File: config.mk
export PLATFORM = sky130hd
export DESIGN_NAME = alu_core
export DESIGN_NICKNAME = d
export VERILOG_FILES = /design/src/rtl/cpu_pkg.sv /design/src/rtl/alu_shifter.sv /design/src/rtl/alu_core.sv
export SDC_FILE = /design/constraint.sdc
export NUM_CORES = 1
export LEC_CHECK = 0
export ABC_AREA = 1
export CELL_PAD_IN_SITES_DETAIL_PLACEMENT = 0
export CELL_PAD_IN_SITES_GLOBAL_PLACEMENT = 1
export CORE_MARGIN = 1.5
export CORE_UTILIZATION = 45
export CTS_BUF_LIST = sky130_fd_sc_hd__clkbuf_4
export DETAILED_ROUTE_END_ITERATION = 7
export MAX_ROUTING_LAYER = met4
export PLACE_DENSITY_LB_ADDON = 0.15
export SYNTH_ARGS = -nofsm -noshare
export SYNTH_HDL_FRONTEND = slang
export SYNTH_SLANG_ARGS = --single-unit
File: constraint.sdc
create_clock -name clk -period 4.2 [get_ports clk]
set_input_delay 1.05 -clock clk [delete_from_list [all_inputs] [get_ports clk]]
set_output_delay 1.05 -clock clk [all_outputs]
set_load 0.01 [all_outputs]
File: src/rtl/cpu_pkg.sv
// Shared CPU definitions: datapath widths, R-type funct codes and the shifter mode type.
package cpu_pkg;

    localparam int WIDTH   = 32;
    localparam int SHAMT_W = 5;

    localparam logic [5:0] FUNCT_SLL  = 6'b000000;
    localparam logic [5:0] FUNCT_SRL  = 6'b000010;
    localparam logic [5:0] FUNCT_SRA  = 6'b000011;
    localparam logic [5:0] FUNCT_MFHI = 6'b010000;
    localparam logic [5:0] FUNCT_MFLO = 6'b010010;
    localparam logic [5:0] FUNCT_ADD  = 6'b100000;
    localparam logic [5:0] FUNCT_ADDU = 6'b100001;
    localparam logic [5:0] FUNCT_SUB  = 6'b100010;
    localparam logic [5:0] FUNCT_SUBU = 6'b100011;
    localparam logic [5:0] FUNCT_AND  = 6'b100100;
    localparam logic [5:0] FUNCT_OR   = 6'b100101;
    localparam logic [5:0] FUNCT_XOR  = 6'b100110;
    localparam logic [5:0] FUNCT_NOR  = 6'b100111;
    localparam logic [5:0] FUNCT_SLT  = 6'b101010;
    localparam logic [5:0] FUNCT_SLTU = 6'b101011;

    typedef enum logic [1:0] {
        SHIFT_LL = 2'd0,
        SHIFT_RL = 2'd1,
        SHIFT_RA = 2'd2
    } shift_mode_t;

endpackage

File: src/rtl/alu_shifter.sv
// Combinational barrel shifter for sll/srl/sra; only ever shifts operand B.
module alu_shifter
    import cpu_pkg::*;
(
    input  logic [WIDTH-1:0]   dataIn,
    input  logic [SHAMT_W-1:0] shamt,
    input  shift_mode_t        mode,
    output logic [WIDTH-1:0]   dataOut
);

    always_comb begin
        dataOut = dataIn << shamt;
        case (mode)
            SHIFT_RL: dataOut = dataIn >> shamt;
            SHIFT_RA: dataOut = $unsigned($signed(dataIn) >>> shamt);
            default:  dataOut = dataIn << shamt;
        endcase
    end

endmodule

File: src/rtl/alu_core.sv
// Registered 32-bit ALU: operands captured on one edge, result registered on the next,
// so the value lines up with the CPU write-back stage two clocks after presentation.
module alu_core
    import cpu_pkg::*;
(
    input  logic                 clk,
    input  logic                 rst_n,
    input  logic [WIDTH-1:0]     dataA,
    input  logic [WIDTH-1:0]     dataB,
    input  logic [5:0]           Signal,
    input  logic [SHAMT_W-1:0]   shamt,
    input  logic [2*WIDTH-1:0]   hilo,
    output logic [WIDTH-1:0]     dataOut
);

    logic [WIDTH-1:0]   aReg;
    logic [WIDTH-1:0]   bReg;
    logic [5:0]         signalReg;
    logic [SHAMT_W-1:0] shamtReg;
    logic [2*WIDTH-1:0] hiloReg;
    logic [WIDTH-1:0]   shiftResult;
    logic [WIDTH-1:0]   result;
    shift_mode_t        shiftMode;

    always_ff @(posedge clk or negedge rst_n) begin
        if (!rst_n) begin
            aReg      <= '0;
            bReg      <= '0;
            signalReg <= '0;
            shamtReg  <= '0;
            hiloReg   <= '0;
        end else begin
            aReg      <= dataA;
            bReg      <= dataB;
            signalReg <= Signal;
            shamtReg  <= shamt;
            hiloReg   <= hilo;
        end
    end

    always_comb begin
        shiftMode = SHIFT_LL;
        if (signalReg == FUNCT_SRL)
            shiftMode = SHIFT_RL;
        else if (signalReg == FUNCT_SRA)
            shiftMode = SHIFT_RA;
    end

    alu_shifter shifter (
        .dataIn  (bReg),
        .shamt   (shamtReg),
        .mode    (shiftMode),
        .dataOut (shiftResult)
    );

    // Overflow on add/sub is deliberately ignored; unknown funct codes produce zero.
    always_comb begin
        result = '0;
        case (signalReg)
            FUNCT_ADD, FUNCT_ADDU:           result = aReg + bReg;
            FUNCT_SUB, FUNCT_SUBU:           result = aReg - bReg;
            FUNCT_AND:                       result = aReg & bReg;
            FUNCT_OR:                        result = aReg | bReg;
            FUNCT_XOR:                       result = aReg ^ bReg;
            FUNCT_NOR:                       result = ~(aReg | bReg);
            FUNCT_SLT:                       result = {{(WIDTH-1){1'b0}}, ($signed(aReg) < $signed(bReg))};
            FUNCT_SLTU:                      result = {{(WIDTH-1){1'b0}}, (aReg < bReg)};
            FUNCT_SLL, FUNCT_SRL, FUNCT_SRA: result = shiftResult;
            FUNCT_MFHI:                      result = hiloReg[2*WIDTH-1:WIDTH];
            FUNCT_MFLO:                      result = hiloReg[WIDTH-1:0];
            default:                         result = '0;
        endcase
    end

    always_ff @(posedge clk or negedge rst_n) begin
        if (!rst_n)
            dataOut <= '0;
        else
            dataOut <= result;
    end

endmodule

======== Word-level counts from Yosys, hierarchy flattened ========
Cells that the tools add are included.
storage, ports and cells
  RAM bits ................................ 0
  bits in registers ....................... 171
  output and inout bits ................... 32
  logic and storage cells ................. 41
  memories ................................ 0
  bits in latches ......................... 0
  input bits .............................. 141
  bits in read-only memories .............. 0
operators by class
  multiply operators ...................... 0
  reduce and logical (&&, ||, !) cells .... 4
  muxes and demuxes ....................... 4
  shift operators ......................... 3
  $lt $le $gt $ge ......................... 2
  bitwise gates (word level) .............. 4
  eq/ne operators ......................... 16
  add/sub/neg operators ................... 2
  div/mod/pow operators ................... 0
operators with widths
  operator                                              count
  one-hot mux 32 bit (11 select lines)                  1
  less-than comparator 32 bit                           2
  one-hot mux 32 bit (2 select lines)                   1
  equality test 6 bit (second input constant)           10
  adder 32 bit                                          1
  AND 32 bit                                            1
  inverter 32 bit                                       1
  OR 32 bit                                             1
  << shifter 32 x 5 -> 32 bit                           1
  >> shifter 32 x 5 -> 32 bit                           1
  >>> shifter 32 x 5 -> 32 bit                          1
  subtractor 32 bit                                     1
  bitwise XOR 32 bit                                    1
  equality test 6 x 2 -> 1 bit (second input constant)  2
  equality test 6 x 5 -> 1 bit (second input constant)  2
  logical NOT 6 bit                                     1
  2-to-1 mux 2 bit                                      2
  OR reduction 2 bit                                    2
  OR reduction 3 bit                                    1
  equality test 2 x 1 -> 1 bit (second input constant)  1
  equality test 2 bit (second input constant)           1

======== Longest topological paths before layout ========
  depth after elaboration ................. 6
  mapped depth ............................ 17
  mapped depth without buffers ............ 17

======== Modules after synthesis ========
From an unflattened synthesis, not the netlist that was laid out.
second synthesis, totals
  cells, all modules ...................... 2405
  area, all modules ....................... 15094.5 um2
by module, submodules not included
  module       area an instance (um2)  seq. area each (um2)  instances  cells an instance
  alu_core     11618.6                 4279.1                1          1635
  alu_shifter  3475.8                  0.0                   1          770

======== Least setup slack after synthesis ========
OpenSTA, ideal clock, no wires.
  kind .................................... flip-flop to flip-flop
  from .................................... register aReg[0]
  to ...................................... register dataOut[0]
  required time ........................... 4.081 ns
  buffers on the path ..................... 0
  setup slack ............................. 2.171 ns
  arrival time ............................ 1.910 ns
  period minus slack after synthesis ...... 2.029 ns
  setup time .............................. 0.119 ns
  cell stages (with the launch flop) ...... 18
  path through ............................ dfrtp_1 > inv_1 > ha_1 > inv_1 > fa_1 > nand2_1 > nand2_1 > and2_1 > nand2_1 > nand3_2 > nand2_1 > nand2_1 > nand2_1 > nand2_1 > nand2_1 > nand2_1 > nand2_1 > nand2_1
on the way
  cells in the longest elaborated chain, start to end .. 3
  elaborated cells between the ends (all ways) .. 9
  those cells by class .................... add/sub (2); order compare (2); mux (1); bitwise (4)
ends and longest elaborated chain
  what                                                       RTL line        RTL
  start, declared                                            alu_core.sv:16  logic [WIDTH-1:0] aReg;
  start signal, assigned                                     alu_core.sv:33  aReg <= dataA;
  branches (longest 2 deep; another with subtractor 32 bit)  --
  one-hot mux 32 bit (11 select lines) *                     alu_core.sv:59  case (signalReg)
  named net result[0]                                        alu_core.sv:22  logic [WIDTH-1:0] result;
  end signal, assigned                                       alu_core.sv:79  dataOut <= result;
  end, declared                                              alu_core.sv:13  output logic [WIDTH-1:0] dataOut
Mark *: on every way through the listed nets, which the timed path passes.

======== Final worst setup path ========
  from .................................... register shamtReg[0]
  to ...................................... register dataOut[26]
on the way
  cells in the longest elaborated chain, start to end .. 3
  elaborated cells between the ends (all ways) .. 5
  those cells by class .................... shift (3); mux (2)
ends and longest elaborated chain
  what                                                       RTL line           RTL
  start, declared                                            alu_core.sv:19     logic [SHAMT_W-1:0] shamtReg;
  start signal, assigned                                     alu_core.sv:36     shamtReg <= shamt;
  << shifter 32 x 5 -> 32 bit, or another cell as far along  alu_shifter.sv:16  default: dataOut = dataIn << shamt;
  one-hot mux 32 bit (2 select lines) *                      alu_shifter.sv:13  case (mode)
  one-hot mux 32 bit (11 select lines) *                     alu_core.sv:59
  named net result[26]                                       alu_core.sv:22
Mark *: on every way through the listed nets, which the timed path passes. The rest lies on a longest branch.

==> flow_summary.json <==
{
  "status": "complete, no violations",
  "dr.pass1.iters": 8,
  "row_count": 66,
  "synth_fp_nets": 2671,
  "ys_seq_area_frac": 0.283,
  "p_seq_frac": 0.422,
  "place_ws_ps": 1150,
  "worst_skew_pair.late_latency_ps": 700,
  "grt_pass1_vias": 15800,
  "fmax_mhz": 307,
  "ys_ff_latch": 171,
  "die_w_um": 186,
  "grtUsageMet2": 0.612,
  "die-area_sq_um": 34700,
  "rsz0062_at_grt": "no",
  "clkPwrFrac": 0.235,
  "cts_setup_buffers": 0,
  "crit_fanout": 37,
  "cts-root-buf": "clkbuf_4",
  "layout-drive-gt1-share": 0.0358,
  "cts_hold_buf": 0,
  "setup_tns_ps": 0,
  "yosys-top-cells-area": "dfrtp_1 28%, nand2_1 21%, nand3_1 12%, ha_1 8.1%, inv_1 7.1%",
  "remaining_drc_errors": 0,
  "clk_path_buf_depth": 2,
  "drt_iter0_drc": 2394,
  "power_density_nw_per_um2": 251,
  "grt_remaining_overflow": 0,
  "grt_usage": 0.425,
  "final_hold_viol_count": 0,
  "synth_top_area_frac": 0.283,
  "initial_core_util": 0.461,
  "grt_pass1_wl_um": 102000,
  "synth.distinct_cells": 47,
  "vias_per_cell": 5.82,
  "cts_tree": "built",
  "netlist_top_cells_count": "833 x nand2_1, 353 x nand3_1, 285 x inv_1",
  "syn_to_final_growth_pct": 14.2,
  "cts-resized-gates": 0,
  "drv_slew": 0,
  "power.total_uw": 4340,
  "yosysWarnings": 0,
  "tightest_slew_ps": 1140,
  "synth_edf_count": 0,
  "hpwlAfterDp_um": 55300,
  "nets": 2773,
  "setup_viol": 0,
  "gr-usage-met3": 0.0874,
  "place_congestion": 1.09,
  "grt_max_degree": 70,
  "synth_top_area_cell": "dfrtp_1",
  "min_path_type": "in2async",
  "internal_power_uw": 2530,
  "synth_most_common_cell": "nand2_1",
  "power_leakage_uw": 0.00892,
  "period_needed_ps": 3260,
  "cts_buffers": 17,
  "synthesis.area_sq_um": 15100,
  "busiest_layer": "met2",
  "maxCapViolations": 0,
  "slew-limit-headroom": 0.237,
  "layout_setup_ws_ps": 944,
  "synthCells": 2430,
  "peakVddDrop_uv": 268,
  "cp-startpoint": "shamtReg[0]",
  "worst_clock_skew_ps": 59.9,
  "path_class": "reg2reg",
  "p_switching_uw": 1810,
  "ant_nets": 0,
  "cts.sinks": 171,
  "pwr-share-comb": 0.343,
  "clk_pin_slew_ps": 170,
  "async_flop_share": 1.00,
  "core_sq_um": 32800,
  "fillers": 3355,
  "wirelength_um": 71100,
  "critPathLaunchType": "flip-flop",
  "end_kind": "flip-flop",
  "htreeDepth": 4,
  "io_buffer_count": 172,
  "detail_route.wl_per_cell_um": 23.8,
  "swShare": 0.416,
  "finalCritPeriodShare": 0.775,
  "vias": 17400,
  "arrival_ps": 3840,
  "r2r-start": "shamtReg[0]",
  "crit_required_ps": 4780,
  "avgSynthCellArea_sq_um": 6.22,
  "grt_use_met1": 0.552,
  "synth_top_flop_cell": "dfrtp_1",
  "boundaryPins": 173,
  "die_height_um": 186,
  "antenna_found_initial": 3
}
-- per-layer routing --
metal / routed length (um) / up-vias
li1: - / 8013
met1: 29000 / 8042
met2: 29800 / 1148
met3: 7730 / 203
met4: 4630 / 0
met5: 0 / -
-- registers in the layout (all words and copies together) (netlist names) --
signal / cells
hiloReg: 64
aReg: 32
bReg: 32
dataOut: 32
signalReg: 6
shamtReg: 5
-- final timing paths --
check,to,slack [ps],cells after the start
worst max-delay path,dataOut[26],940,11
worst min-delay path,dataOut[19],390,1
worst max register to register,dataOut[26],940,11
worst min register to register,dataOut[2],590,4
max in group asynchronous,hiloReg[21],2730,2
min in group clk,dataOut[2],590,4
-- placed cells by master, fill, tap and decap left out, types with 9 or more instances in the layout --
cell type        instances
o22ai_1                 22
clkbuf_4                18
inv_1                  285
ha_1                    98
nand2_1                833
o21ai_0                 93
a21oi_1                110
o21ai_1                 10
nor3_1                  15
dfrtp_1                168
clkdlybuf4s50_1        171
o21bai_1                12
nor2_1                 172
a22oi_1                 12
nand3_1                353
buf_4                   18
a211oi_1                 9
o211ai_1                16
inv_2                   14
nand4_1                 36
-- worst max-delay path: stages, from the launching register on --
cell and delay, ps:
dfrtp_2 780, buf_4 560, nor2_1 110, a21oi_1 600
nand2_1 160, nand3_1 210, nand2_1 110, nand2_1 70
nand3_1 130, nand3_1 170, nand2_1 110, nand3_1 150
-- stage by stage --
step	util	area [sq um]	instances	hold slack, ps
5_1_grt	0.526	17300	2990	401
3_5_place_dp	0.518	17000	2955	579
6_report	0.526	17300	2990	387
3_3_place_gp	0.518	17000	2955	571
2_1_floorplan	-	15100	2430	521
4_1_cts	0.526	17300	2987	391
-- kinds of logic (layout without fill, tap and decap cells) --
logic type	Yosys count	after routing	synth area share
flops	171	171	0.283
fa+ha+maj	100	100	0.0838
simple gates	1444	1444	0.405
xor+xnor	2	2	0.00116
compound gates	301	301	0.112
buf+inv	410	525	0.114
other cells	0	3	0
mux	2	2	0.00132
-- area by class of cell --
class,instances,area [sq um],area share
multi-input combinational,1849,9130,0.529
clock inverter,14,136,0.00790
inverter,302,1140,0.0661
clock buffer,18,135,0.00783
timing repair buffer,191,1880,0.109
sequential,171,4280,0.248
tap,442,553,0.0320
antenna,3,7.51,0.000435
-- power groups by stage --
stage / combinational, uW / clock (uW) / sequential [uW]
detailed placement: 1430 / 0 / 1860
global route: 1610 / 1110 / 1840
global placement: 1430 / 0 / 1860
floorplan: 846 / 0 / 1820
CTS: 1440 / 1030 / 1830
finish: 1490 / 1020 / 1830
(Power assumes the default switching activity.)
